--- config.mk ---
export PLATFORM = sky130hd
export DESIGN_NAME = sha256_msg_schedule_ctrl
export DESIGN_NICKNAME = d
export VERILOG_FILES = /design/src/rtl/sha256_pkg.sv /design/src/rtl/sha256_sched_sigma.sv /design/src/rtl/sha256_msg_schedule_ctrl.sv
export SDC_FILE = /design/constraint.sdc
export NUM_CORES = 2
export LEC_CHECK = 0
export BUFFER_PORTS_ARGS = -buffer_cell sky130_fd_sc_hd__clkbuf_2
export CORE_ASPECT_RATIO = 0.5
export CORE_MARGIN = 1.5
export CORE_UTILIZATION = 56
export CTS_CLUSTER_DIAMETER = 30
export DETAILED_ROUTE_END_ITERATION = 8
export PLACE_DENSITY = 0.73
export SYNTH_ARGS = -nofsm -noshare
export SYNTH_HDL_FRONTEND = slang
export SYNTH_SLANG_ARGS = --single-unit
--- constraint.sdc ---
create_clock -name clk -period 23 [get_ports clk]
set_clock_uncertainty 0.05 [all_clocks]
set_input_delay 4.6 -clock clk [delete_from_list [all_inputs] [get_ports clk]]
set_output_delay 4.6 -clock clk [all_outputs]
set_load 0.05 [all_outputs]
--- src/rtl/sha256_pkg.sv ---
// Shared SHA-256 message-schedule types, sizes and rotation helpers.
package sha256_pkg;

    localparam int unsigned WORD_W      = 32;
    localparam int unsigned BLOCK_WORDS = 16;
    localparam int unsigned NUM_ROUNDS  = 64;
    localparam int unsigned LOAD_CNT_W  = 4;
    localparam int unsigned ROUND_W     = 6;

    // Small-sigma rotate/shift amounts.
    localparam int unsigned S0_ROT_A = 7;
    localparam int unsigned S0_ROT_B = 18;
    localparam int unsigned S0_SHR   = 3;
    localparam int unsigned S1_ROT_A = 17;
    localparam int unsigned S1_ROT_B = 19;
    localparam int unsigned S1_SHR   = 10;

    typedef logic [WORD_W-1:0] word_t;

    typedef enum logic {
        LOAD = 1'b0,
        RUN  = 1'b1
    } state_t;

    function automatic word_t rotr(input word_t x, input int unsigned n);
        return (x >> n) | (x << (WORD_W - n));
    endfunction

endpackage

--- src/rtl/sha256_sched_sigma.sv ---
// Combinational small-sigma pair used by the schedule expansion.
module sha256_sched_sigma
    import sha256_pkg::*;
(
    input  logic [WORD_W-1:0] x_s0,
    input  logic [WORD_W-1:0] x_s1,
    output logic [WORD_W-1:0] s0,
    output logic [WORD_W-1:0] s1
);

    assign s0 = rotr(x_s0, S0_ROT_A) ^ rotr(x_s0, S0_ROT_B) ^ (x_s0 >> S0_SHR);
    assign s1 = rotr(x_s1, S1_ROT_A) ^ rotr(x_s1, S1_ROT_B) ^ (x_s1 >> S1_SHR);

endmodule

--- src/rtl/sha256_msg_schedule_ctrl.sv ---
// Loads one 16-word block, then streams W[0..63] while expanding in a 16-deep window.
module sha256_msg_schedule_ctrl
    import sha256_pkg::*;
(
    input  logic                clk,
    input  logic                rst,
    input  logic                in_valid,
    output logic                in_ready,
    input  logic [WORD_W-1:0]   in_word,
    output logic                out_valid,
    input  logic                out_ready,
    output logic [WORD_W-1:0]   out_word,
    output logic [ROUND_W-1:0]  out_round,
    output logic                out_last,
    output logic                busy
);

    localparam logic [LOAD_CNT_W-1:0] LOAD_LAST  = LOAD_CNT_W'(BLOCK_WORDS - 1);
    localparam logic [ROUND_W-1:0]    ROUND_PRE  = ROUND_W'(NUM_ROUNDS - 2);
    localparam logic [ROUND_W-1:0]    ROUND_LAST = ROUND_W'(NUM_ROUNDS - 1);

    state_t                  r_state;
    logic [LOAD_CNT_W-1:0]   r_load_cnt;
    logic [ROUND_W-1:0]      r_round_cnt;
    word_t                   r_win [BLOCK_WORDS];
    logic                    r_in_ready;
    logic                    r_out_valid;
    word_t                   r_out_word;
    logic                    r_out_last;
    logic                    r_busy;

    word_t                   w_s0;
    word_t                   w_s1;
    word_t                   w_next;
    logic                    w_in_fire;
    logic                    w_out_fire;

    sha256_sched_sigma u_sigma (
        .x_s0 (r_win[1]),
        .x_s1 (r_win[14]),
        .s0   (w_s0),
        .s1   (w_s1)
    );

    // W[t+16] from the current window; carries beyond 32 bits drop naturally.
    assign w_next     = w_s1 + r_win[9] + w_s0 + r_win[0];
    assign w_in_fire  = in_valid & r_in_ready;
    assign w_out_fire = r_out_valid & out_ready;

    always_ff @(posedge clk or posedge rst) begin
        if (rst) begin
            r_state     <= LOAD;
            r_load_cnt  <= '0;
            r_round_cnt <= '0;
            for (int i = 0; i < BLOCK_WORDS; i++) begin
                r_win[i] <= '0;
            end
            r_in_ready  <= 1'b1;
            r_out_valid <= 1'b0;
            r_out_word  <= '0;
            r_out_last  <= 1'b0;
            r_busy      <= 1'b0;
        end else begin
            case (r_state)
                LOAD: begin
                    if (w_in_fire) begin
                        r_win[r_load_cnt] <= in_word;
                        r_load_cnt        <= LOAD_CNT_W'(r_load_cnt + LOAD_CNT_W'(1));
                        r_busy            <= 1'b1;
                        if (r_load_cnt == LOAD_LAST) begin
                            // win[0] was filled by the first accept, so it is already W[0].
                            r_state     <= RUN;
                            r_round_cnt <= '0;
                            r_in_ready  <= 1'b0;
                            r_out_valid <= 1'b1;
                            r_out_word  <= r_win[0];
                            r_out_last  <= 1'b0;
                        end
                    end
                end
                RUN: begin
                    if (w_out_fire) begin
                        for (int i = 0; i < BLOCK_WORDS - 1; i++) begin
                            r_win[i] <= r_win[i+1];
                        end
                        r_win[BLOCK_WORDS-1] <= w_next;
                        r_round_cnt          <= ROUND_W'(r_round_cnt + ROUND_W'(1));
                        if (r_round_cnt == ROUND_LAST) begin
                            r_state     <= LOAD;
                            r_load_cnt  <= '0;
                            r_in_ready  <= 1'b1;
                            r_out_valid <= 1'b0;
                            r_out_word  <= '0;
                            r_out_last  <= 1'b0;
                            r_busy      <= 1'b0;
                        end else begin
                            r_out_word <= r_win[1];
                            r_out_last <= (r_round_cnt == ROUND_PRE);
                        end
                    end
                end
                default: begin
                    r_state <= LOAD;
                end
            endcase
        end
    end

    assign in_ready  = r_in_ready;
    assign out_valid = r_out_valid;
    assign out_word  = r_out_word;
    assign out_round = r_round_cnt;
    assign out_last  = r_out_last;
    assign busy      = r_busy;

endmodule

==> summary.txt <==
Drt
  • DRT Pass-1 Iters: 8
  • DRC viols: 0
  • Drt total wl: 101300 um
  • Routed len/inst: about 26 um
  • Via count: between 20000 and 30000
  • Metal1 wirelength: 42690 um
  • Antenna-violating nets left: 0
  • WL met3: about 17000 um
  • Max layer used: met5
  • Met2 routed WL: approximately 39000 um
  • Detailed Route Iter0 Violations: roughly 4700
  • Vias/cell: approximately 6.8

Setup path
  • Worst R2R Start: r_win[43]$_DFFE_PP0P_
  • Critical path endpoint category: flop
  • Crit-path max FO: 66
  • WS Path Type: input port to flop
  • R2R cell count: 14
  • Critical Path AT: 8.00 ns
  • CP Launch Type: input port
  • Crit path largest cell delay: about 0.75 ns
  • Critical path's slowest cell: buf_4
  • Kind of cell adding the most delay to the critical path: simple AND/OR/NAND/NOR gates
  • CP dominant cell by count: buf_4
  • WP data required: around 23 ns
  • Capturing point of the worst reg2reg path: r_win[17]$_DFFE_PP0P_
  • Register-to-Register Setup Slack: approximately 18 ns
  • Ordered list of cells on the worst path: clkbuf_2 > nand3_4 > nand2_4 > buf_4 > buf_4 > nand2_1 > o22ai_1 > a21oi_1
  • Worst path bufs/invs: 3

Place
  • Post-Place Cells: about 3700
  • Hpwl dp: approximately 65000 um
  • Pre-CTS WS: approximately 15 ns
  • Placer congestion estimate: between 0.9 and 1
  • PortBufs: 77

Floorplan
  • Std-Cell Rows: just under 60
  • Die Ht: roughly 170 um
  • Die W: 329.0 um
  • Core Box Area: 0.05219 mm^2
  • Die ar.: 0.05460 mm^2
  • Initial Utilization: a little under three fifths
  • IO Count: 78

Power
  • Seq pwr share: between 40% and 50%
  • Max IR drop VDD: 54.29 uV
  • Leakage: between 10 and 15 nW
  • Power per cell area: around 73 mW/mm^2
  • Switch Pwr: roughly 0.57 mW
  • Clk pwr share: a little under three fifths
  • Sw frac: 23.57%
  • Part of the power in combinational logic: under 10%
  • Final Power: about 2.4 mW
  • P_int: approximately 1.8 mW

Logic synthesis
  • Number of synthesized flops with an enable pin: 0
  • Cell with the most instances after synthesis: dfrtp_1
  • Synthesis Warnings: 0
  • Ys async rst share: between 90% and 100%
  • Post-Synthesis Cells: roughly 3200
  • Synth top area share: ~47%
  • Syn Area/Cell: between 9 and 10 um^2
  • Syn_nets: 3368
  • Cell taking the most area after synthesis: dfrtp_1
  • Seq/Total Area, Yosys: 47.03%
  • #FFs+latches synth: approximately 560
  • Distinct cells, synth: 60
  • Syn Std Cell Area: roughly 0.03 mm^2
  • Synth cell count leaders: dfrtp_1, a21oi_1, nor2_1
  • Primary FF master, synth: dfrtp_1
  • Synth area leaders: dfrtp_1, a21oi_1, a22oi_1

Timing
  • Final setup viols: 0
  • Sum Neg Setup Slack: 0 ns
  • Slew Viols, Final: 0
  • Unrepaired setup endpoints after global routing: false
  • Slew headroom: a little under a tenth
  • Setup slack after layout: about 15 ns
  • Worst-Margin Slew: roughly 1.4 ns
  • Hold Violations, Final: 0
  • Fin crit share: roughly a third
  • Tmin final: around 7.6 ns
  • Max Freq: about 130 MHz

Global routing
  • Initial antenna violation count: 1
  • Wire length of the first global-routing pass: about 150000 um
  • Vias in the first global route: 23990
  • GRT Residual Overflow: 0
  • Gr usage total: a little under two fifths
  • Largest net degree at the start of global routing: 151

Min path
  • Worst min path class: flop to flop
  • Hold Crit Depth: 2
  • Worst Hold Launch: r_win[8]$_DFFE_PP0P_
  • Hold Path End: r_win[8]$_DFFE_PP0P_

Cells and area
  • Nets@finish: 3229
  • Layout Cells excl Fill: around 3900
  • Register Area: about 0.014 mm^2
  • Multi-input gate area: between 0.01 and 0.015 mm^2
  • Filler Cell Count: 4221
  • Share of layout cells above drive strength 1: 10.27%
  • Layout area overhead: 11.37%

CTS
  • CTS Buf Count: 85
  • Clock buffer depth: 3
  • Clk slew on worst S/H paths: approximately 0.060 ns
  • CTS tree: yes
  • CTS root buf: clkbuf_16
  • H-tree levels: 3
  • Clock Latency Late Sink: roughly 0.63 ns
  • Hold Buf Count CTS: 0
  • Clk sinks: about 560
  • Post-CTS Resized: 0
  • Post-CTS Repair Setup Buffers: 0

Status
  • Status: completed

Flow run
  • Max-cap violations: 0
-- worst max path at each step --
stage / startpoint / end / cells after the start
finish: out_ready / r_win[440]$_DFFE_PP0P_ / 8
global route: rst / r_win[309]$_DFFE_PP0P_ / 5
CTS: rst / r_win[341]$_DFFE_PP0P_ / 5
detailed placement: rst / r_win[309]$_DFFE_PP0P_ / 5
global placement: rst / r_win[373]$_DFFE_PP0P_ / 5
floorplan: rst / busy$_DFFE_PP0P_ / 1
-- power by group through the flow --
stage / clock network, mW / logic, mW / registers (mW)
after floorplan: 0 / 0.0260 / 1.00
after global placement: 0 / 0.0520 / 1.00
after detailed placement: 0 / 0.0519 / 1.00
after CTS: 1.38 / 0.0521 / 0.984
after global routing: 1.43 / 0.0570 / 0.983
final: 1.37 / 0.0534 / 0.984
-- final cells by class --
cell class,instances,share of cell area (%)
Antenna cell,1,0.007553
Inverter,128,1.488
Clock inverter,59,2.160
Timing Repair Buffer,125,2.289
Multi-Input combinational cell,2195,42.16
Sequential cell,559,42.24
Tap cell,701,2.647
Clock buffer,99,7.013
-- per-layer routing --
metal	track usage, %	vias up
met5	0	-
met4	9.657	2
met3	17.55	213
met2	46.90	1718
met1	55.10	12910
li1	-	11320
-- metrics by stage --
stage	utilization [%]	area (um^2)	hold slack [ns]
global route	63.48	33130	0.4629
floorplan	-	29750	0.3993
global placement	57.65	30090	0.4140
detailed placement	57.65	30090	0.4225
CTS	63.48	33130	0.4378
finish	63.48	33130	0.4389
-- cells in the final DEF, fill, tap and decap left out, types with 53 or more instances in the layout --
master,n
dfrtp_1,557
a21oi_1,527
nor2_1,426
a22oi_1,320
o22ai_1,306
inv_1,126
clkbuf_16,88
xnor2_1,85
nand2_1,78
clkbuf_2,77
fa_1,62
xor2_1,61
o21ai_0,53
-- cells by family after synthesis --
logic type | count (synthesis) | share of synthesized area, %
XOR/XNOR | 146 | 4.298
multiplexers | 11 | 0.3701
adder cells (fa/ha/maj) | 99 | 5.728
flip-flops | 559 | 47.03
AND/OR/NAND/NOR | 623 | 8.845
buffers and inverters | 479 | 6.427
AO/OA/AOI/OAI | 1316 | 27.30
-- tightest hold or removal path, delay by kind of cell (launching register included) --
family | cells | cell delay, ns
AOI/OAI and AO/OA | 1 | 0.06
DFF | 1 | 0.34
and+or+nand+nor | 1 | 0.05
-- state kept, by name, indices dropped and copies added (netlist names), 4 cells and up --
register / flops
out_round: 6
out_word: 32
r_load_cnt: 4
r_win: 512
Power figures use the tool's default switching activity.
